===== config.mk =====
export PLATFORM = sky130hd
export DESIGN_NAME = fixed_latency_grant_sched_flat
export DESIGN_NICKNAME = d
export VERILOG_FILES = /design/src/rtl/fixed_latency_grant_sched_if.sv /design/src/rtl/fixed_latency_grant_sched.sv /design/src/flat_wrapper.sv
export SDC_FILE = /design/constraint.sdc
export NUM_CORES = 1
export LEC_CHECK = 0
export ABC_AREA = 1
export CAP_MARGIN = 5
export CORE_ASPECT_RATIO = 1.1
export CORE_MARGIN = 1.5
export CORE_UTILIZATION = 44
export CTS_BUF_LIST = sky130_fd_sc_hd__clkbuf_8
export DETAILED_ROUTE_END_ITERATION = 8
export HOLD_SLACK_MARGIN = 0.15
export PLACE_DENSITY = 0.77
export SLEW_MARGIN = 10
export SYNTH_ARGS = -nofsm -noshare
export SYNTH_HDL_FRONTEND = slang
export SYNTH_SLANG_ARGS = --single-unit

===== constraint.sdc =====
create_clock -name clk -period 1.8 [get_ports clk]
set_input_delay 0.36 -clock clk [delete_from_list [all_inputs] [get_ports clk]]
set_output_delay 0.36 -clock clk [all_outputs]
set_load 0.05 [all_outputs]

===== src/rtl/fixed_latency_grant_sched_if.sv =====
// Handshake bundle between requesters and the fixed-latency grant scheduler.
// The id and in-flight count widths come from the requester count and the in-flight cap.
interface fixed_latency_grant_sched_if #(
   parameter int unsigned NREQ    = 4,
   parameter int unsigned MAX_OUT = 2
);
   localparam int unsigned IDW = $clog2(NREQ);
   localparam int unsigned CW  = $clog2(MAX_OUT + 1);

   logic            en;
   logic [NREQ-1:0] req;
   logic [NREQ-1:0] ack;
   logic [NREQ-1:0] gnt;
   logic            gnt_vld;
   logic [IDW-1:0]  gnt_id;
   logic [CW-1:0]   out_cnt;
   logic            busy;

   modport master (
      output en, req,
      input  ack, gnt, gnt_vld, gnt_id, out_cnt, busy
   );

   modport slave (
      input  en, req,
      output ack, gnt, gnt_vld, gnt_id, out_cnt, busy
   );
endinterface


===== src/rtl/fixed_latency_grant_sched.sv =====
// Round-robin scheduler: accepts at most one request per cycle and grants it
// exactly LAT cycles later, with at most MAX_OUT transactions in flight.
module fixed_latency_grant_sched #(
   parameter int unsigned NREQ    = 4,
   parameter int unsigned LAT     = 2,
   parameter int unsigned MAX_OUT = 2
) (
   input logic                         clk,
   input logic                         rst,
   fixed_latency_grant_sched_if.slave  bus
);
   localparam int unsigned IDW = $clog2(NREQ);
   localparam int unsigned CW  = $clog2(MAX_OUT + 1);

   logic [IDW-1:0] ptr;
   logic [LAT-1:0] pv;
   logic [IDW-1:0] pid [LAT];
   logic [CW-1:0]  cnt;

   logic           retire;
   logic           slot;
   logic           found;
   logic           accept;
   logic [IDW-1:0] sel;
   logic [IDW-1:0] idx;

   // A grant retiring this cycle frees its slot for a same-cycle accept.
   always_comb begin
      retire = pv[LAT-1];
      slot   = (cnt < CW'(MAX_OUT)) || retire;
      found  = 1'b0;
      sel    = '0;
      idx    = '0;
      for (int unsigned k = 0; k < NREQ; k++) begin
         idx = IDW'((32'(ptr) + k) % NREQ);
         if (!found && bus.req[idx]) begin
            found = 1'b1;
            sel   = idx;
         end
      end
      accept = rst && bus.en && slot && found;
   end

   always_comb begin
      bus.ack = '0;
      if (accept) bus.ack[sel] = 1'b1;
   end

   always_comb begin
      bus.gnt = '0;
      if (pv[LAT-1]) bus.gnt[pid[LAT-1]] = 1'b1;
   end

   assign bus.gnt_vld = pv[LAT-1];
   assign bus.gnt_id  = pv[LAT-1] ? pid[LAT-1] : '0;
   assign bus.out_cnt = cnt;
   assign bus.busy    = (cnt != '0);

   always_ff @(posedge clk or negedge rst) begin
      if (!rst) begin
         ptr <= '0;
         pv  <= '0;
         cnt <= '0;
         for (int unsigned k = 0; k < LAT; k++) pid[k] <= '0;
      end else begin
         pv[0]  <= accept;
         pid[0] <= sel;
         for (int unsigned k = 1; k < LAT; k++) begin
            pv[k]  <= pv[k-1];
            pid[k] <= pid[k-1];
         end
         if (accept) ptr <= IDW'((32'(sel) + 1) % NREQ);
         case ({accept, retire})
            2'b10:   cnt <= cnt + 1'b1;
            2'b01:   cnt <= cnt - 1'b1;
            default: cnt <= cnt;
         endcase
      end
   end
endmodule


===== src/flat_wrapper.sv =====
// flat-port wrapper written by rule: the top's interface ports become plain ports
module fixed_latency_grant_sched_flat 
#(
   parameter int unsigned NREQ    = 4,
   parameter int unsigned LAT     = 2,
   parameter int unsigned MAX_OUT = 2
)
  (clk, rst, bus_en, bus_req, bus_ack, bus_gnt, bus_gnt_vld, bus_gnt_id, bus_out_cnt, bus_busy);
  fixed_latency_grant_sched_if #(.NREQ(NREQ), .MAX_OUT(MAX_OUT)) bus_i ();
  input logic clk;
  input logic rst;
  input wire logic [$bits(bus_i.en)-1:0] bus_en;
  input wire logic [$bits(bus_i.req)-1:0] bus_req;
  output wire logic [$bits(bus_i.ack)-1:0] bus_ack;
  output wire logic [$bits(bus_i.gnt)-1:0] bus_gnt;
  output wire logic [$bits(bus_i.gnt_vld)-1:0] bus_gnt_vld;
  output wire logic [$bits(bus_i.gnt_id)-1:0] bus_gnt_id;
  output wire logic [$bits(bus_i.out_cnt)-1:0] bus_out_cnt;
  output wire logic [$bits(bus_i.busy)-1:0] bus_busy;
  assign bus_i.en = bus_en;
  assign bus_i.req = bus_req;
  assign bus_ack = bus_i.ack;
  assign bus_gnt = bus_i.gnt;
  assign bus_gnt_vld = bus_i.gnt_vld;
  assign bus_gnt_id = bus_i.gnt_id;
  assign bus_out_cnt = bus_i.out_cnt;
  assign bus_busy = bus_i.busy;
  fixed_latency_grant_sched #(.NREQ(NREQ), .LAT(LAT), .MAX_OUT(MAX_OUT)) u_core (.clk(clk), .rst(rst), .bus(bus_i));
endmodule

==> flow_summary.toml, run 1 <==
[synth]
synth_edf_count = 0
ys_ff_latch = 10
synth_area_leaders = "dfrtp_1 (33%), nand2_1 (20%), inv_1 (8.4%)"
ys_seq_area_share_pct = 33.0
synth_cells = 111
synth.top_cell.area_share_pct = 33.0
yosys_warnings = 0
yosys-top-cells-count = "nand2_1 (40), inv_1 (17), dfrtp_1 (10), nand3_1 (8)"
synthesis.nets = 123
synth_area_leader_cell = "dfrtp_1"
ys_types = 21
syn-cell-area_um2 = 758
syn_avg_cell_area_um2 = 6.83
yosysMostFrequentCell = "nand2_1"
async_flop_share_pct = 100
synth_ff_type = "dfrtp_1"

[die]
dieWidth_um = 42.6
fp-row-count = 15
io_pins = 21
floorplan.initialDensity_pct = 47.5
die_y_um = 46.5

[placed_design]
hpwl_um = 1560
place_congestion = 0.786
port_buffers = 20
placed_cells = 160

[run_status]
stop_error = "[ERROR DPL-0033] detailed placement checks failed during check placement."
failed_stage = "global routing"
status = "aborted with a tool error"

[global_routing]
grt_max_degree = 11
antenna_found_initial = 0

[timing]
endpoint_type = "output port"
worstEndpointGrtRepair = "bus_ack[3]"

[cts]
numCtsBuffers = 3
htree_num_levels = 1
cts_sinks = 10
cts_buffer_depth = 2
cts_hold_buf = 0
clockRootBuffer = "clkbuf_8"
## timing repair
action | CTS
pin swaps | 20
buffers inserted | 9
cloned | 0
gates resized for setup | 40
setup endpoints to repair | 8
## through the flow
step / cell area (um^2) / TNS (ns) / setup WS, ns / util [%]
after floorplan: 818 / -0.767 / -0.318 / -
after global placement: 1200 / -3.76 / -0.573 / 75.5
after detailed placement: 1200 / -4.32 / -0.667 / 75.5
after CTS: 1440 / -3.53 / -0.587 / 90.5
## logic make-up after synthesis
logic type / synth area share [%]
AOI/OAI and AO/OA: 3.79
xor gates and xnor gates: 2.31
and+or+nand+nor: 40.9
DFF: 33.0
adders and majority gates: 8.25
buffers and inverters: 11.7
==> inputs of run 2 (changes only) <==
Settings changed: CORE_AREA from default to 2 2 63 65, CORE_ASPECT_RATIO 1.1 to default, CORE_MARGIN 1.5 to default, CORE_UTILIZATION 44 to default, CTS_BUF_LIST sky130_fd_sc_hd__clkbuf_8 to default, DIE_AREA from default to 0 0 65 67, HOLD_SLACK_MARGIN 0.15 to default, PLACE_DENSITY 0.77 to default, PLACE_DENSITY_LB_ADDON from default to 0.15.
Clock period 1.8 ns to 2.3 ns, I/O delays scaled along.
==> run 2 against run 1 <==
Net effect: the flow now finishes, with violations (negative setup slack); area after synthesis unchanged; synthesized cell count unchanged.
==> flow_summary.toml, run 2 <==
[timing]
tightest_slew_ns = 0.508
slew_headroom_pct = 66.0
finalHoldViolCount = 0
setup_slack_ns = -0.168
finalCriticalPeriod_ns = 2.47
max_freq_mhz = 405
skew_ns = 0.00500
rsz0062_at_grt = "yes"
fin_crit_sh_pct = 107
finalSetupViolations = 4
slew_viol_final = 0

[final_layout]
final_util_pct = 40.7
layout_commonest_cell = "nand2_1"
fin_nets = 166
final_cell_mix = "nand2_1 (27), buf_4 (16), clkdlybuf4s50_1 (12)"
syn2layout_area_growth_pct = 93.6
drive_gt1_share_pct = 54.9
design_area_um2 = 1470
top_register = "u_core.pid"
largest_reg_flops = 4
n_antenna_cell = 0

[placed_design]
hpwl_um = 1390
placedInstanceArea_um2 = 1130
place_congestion = 0.798
port_buffers = 20

[cts]
cts_hold_buf = 0
clk_pin_slew_worst_paths_ns = 0.05
htree_num_levels = 1
cts_sinks = 10
clk_latency_ns = 0.24
cts_buffer_depth = 2
cts_tree = "done"
numCtsBuffers = 3
clockRootBuffer = "clkbuf_8"

[setup_path]
cp_max_fo = 4
crit_slowest_cell = "dlygate4sd2_1"
slowest_delay_ns = 0.27
critical_path.top_delay_family = "simple AND/OR/NAND/NOR gates"
timing.critical_path.buf_inv = 5
cp-startpoint = "bus_req[0]"
startpoint_type = "input pin"
cp.arrival_ns = 2.01
crit_chain = "dlygate4sd2_1 -> inv_1 -> nand2_2 -> nand3_2 -> nand2_2 -> nor2_4 -> nand3_2 -> nand3_2 -> nand2_4 -> inv_4 -> ha_4 -> inv_2 -> nor2_4 -> buf_12"
cpMostUsedCell = "nand3_2"
r2r-start = "u_core.ptr[0]$_DFFE_PN0N_"
required_ns = 1.84
criticalPathCategory = "input pin to primary output"
cp-end-kind = "primary output"

[routing]
dr.first_iter.drc_count = 3
postRouteAntennaNets = 0
wl_per_cell_um = 9.64
wl_um = 1940
first_pass_iters = 3
drt_drc_violations_left = 0
routed_via_density = 4.09
num_vias = 822

[synth]
synth_ff_type = "dfrtp_1"
synth_area_leader_cell = "dfrtp_1"
synth_edf_count = 0
synth_cells = 111
ys_ff_latch = 10
syn_avg_cell_area_um2 = 6.83
yosys-top-cells-count = "nand2_1 (40), inv_1 (17), dfrtp_1 (10), nand3_1 (8)"
async_flop_share_pct = 100
yosys_warnings = 0
ys_seq_area_share_pct = 33.0
synth.top_cell.area_share_pct = 33.0
yosysMostFrequentCell = "nand2_1"
ys_types = 21
synth_area_leaders = "dfrtp_1 (33%), nand2_1 (20%), inv_1 (8.4%)"
syn-cell-area_um2 = 758
synthesis.nets = 123

[die]
dieWidth_um = 65
core_um2 = 3610
floorplan.initialDensity_pct = 21.0
fp-row-count = 22
die_y_um = 67
die_area_um2 = 4360
io_pins = 21

[global_routing]
grt_pass1_vias = 803
grt_overflow = 0
antenna_found_initial = 0
grt_max_degree = 11
track_usage_pct = 10.2
grt_pass1_wl_um = 3410

[run_status]
violations = "negative setup slack"
status = "finished, violations left"

[min_path]
hp-start = "u_core.pv[0]$_DFF_PN0_"
hp-class = "register to register"

[flow_run]
maxCapViolCount = 0
## run 2: cell counts after synthesis
Identical to the previous run, type by type.
## run 2: path summary, 6_finish.rpt
kind,to,slack (ns),depth (start not counted)
min in group asynchronous,u_core.pv[0]$_DFF_PN0_,0.54,2
setup reg to reg,u_core.bus.out_cnt[1]$_DFFE_PN0P_,0.22,13
max in group asynchronous,u_core.ptr[1]$_DFFE_PN0N_,1.61,2
hold reg to reg,u_core.pv[1]$_DFF_PN0_,0.35,0
setup / recovery,bus_ack[3],-0.17,14
hold / removal,u_core.pv[1]$_DFF_PN0_,0.35,0
## run 2: final cells by class
type	count	area, um^2
Fill cell	369	2140
Multi-Input combinational cell	80	623
Sequential cell	10	253
Tap cell	48	60.1
Inverter	20	87.6
Clock buffer	4	55.1
Timing Repair Buffer	39	389
## run 2: per-stage QoR
step                TNS [ns]  worst slack, ns  hold WS [ns]  std cells
floorplan                  0           0.0117         0.164        111
global placement       -1.49           -0.338         0.333        188
detailed placement     -1.74           -0.377         0.335        188
CTS                   -0.732           -0.187         0.346        200
global route           -1.12           -0.292         0.356        201
finish                -0.628           -0.168         0.345        201
## run 2: cell families (layout without fill, tap and decap cells)
| logic type | Yosys count | after routing | synth area share [%] |
|---|---|---|---|
| and+or+nand+nor | 68 | 68 | 40.9 |
| DFF | 10 | 10 | 33.0 |
| xor gates and xnor gates | 2 | 2 | 2.31 |
| AOI/OAI and AO/OA | 5 | 5 | 3.79 |
| adders and majority gates | 5 | 5 | 8.25 |
| buffers and inverters | 21 | 63 | 11.7 |
## run 2: worst reg2reg max path, delay by kind of cell, from the launching register on
kind / cells / cell delay, ns
flops: 1 / 0.44
simple gates: 7 / 0.62
buf+inv: 2 / 0.31
fa+ha+maj: 1 / 0.26
compound gates: 2 / 0.22
xor+xnor: 1 / 0.13
## run 2: routing by layer
metal  track usage [%]  part of all wire [%]
met1              10.2                    37
met5                 0                     0
met4              4.79                   1.9
met2              19.7                    56
met3              2.20                   4.9
## run 2: repair_timing
item | 4_1_cts | 5_1_grt
pin swaps | 20 | 16
endpoints found under the setup margin | 4 | 4
gates cloned | 0 | 0
gates resized for setup | 47 | 19
buffers inserted | 8 | 1
Power of run 2 is not shown: default switching activity piles up to over one toggle a cycle in this logic, so the estimate is an artifact.
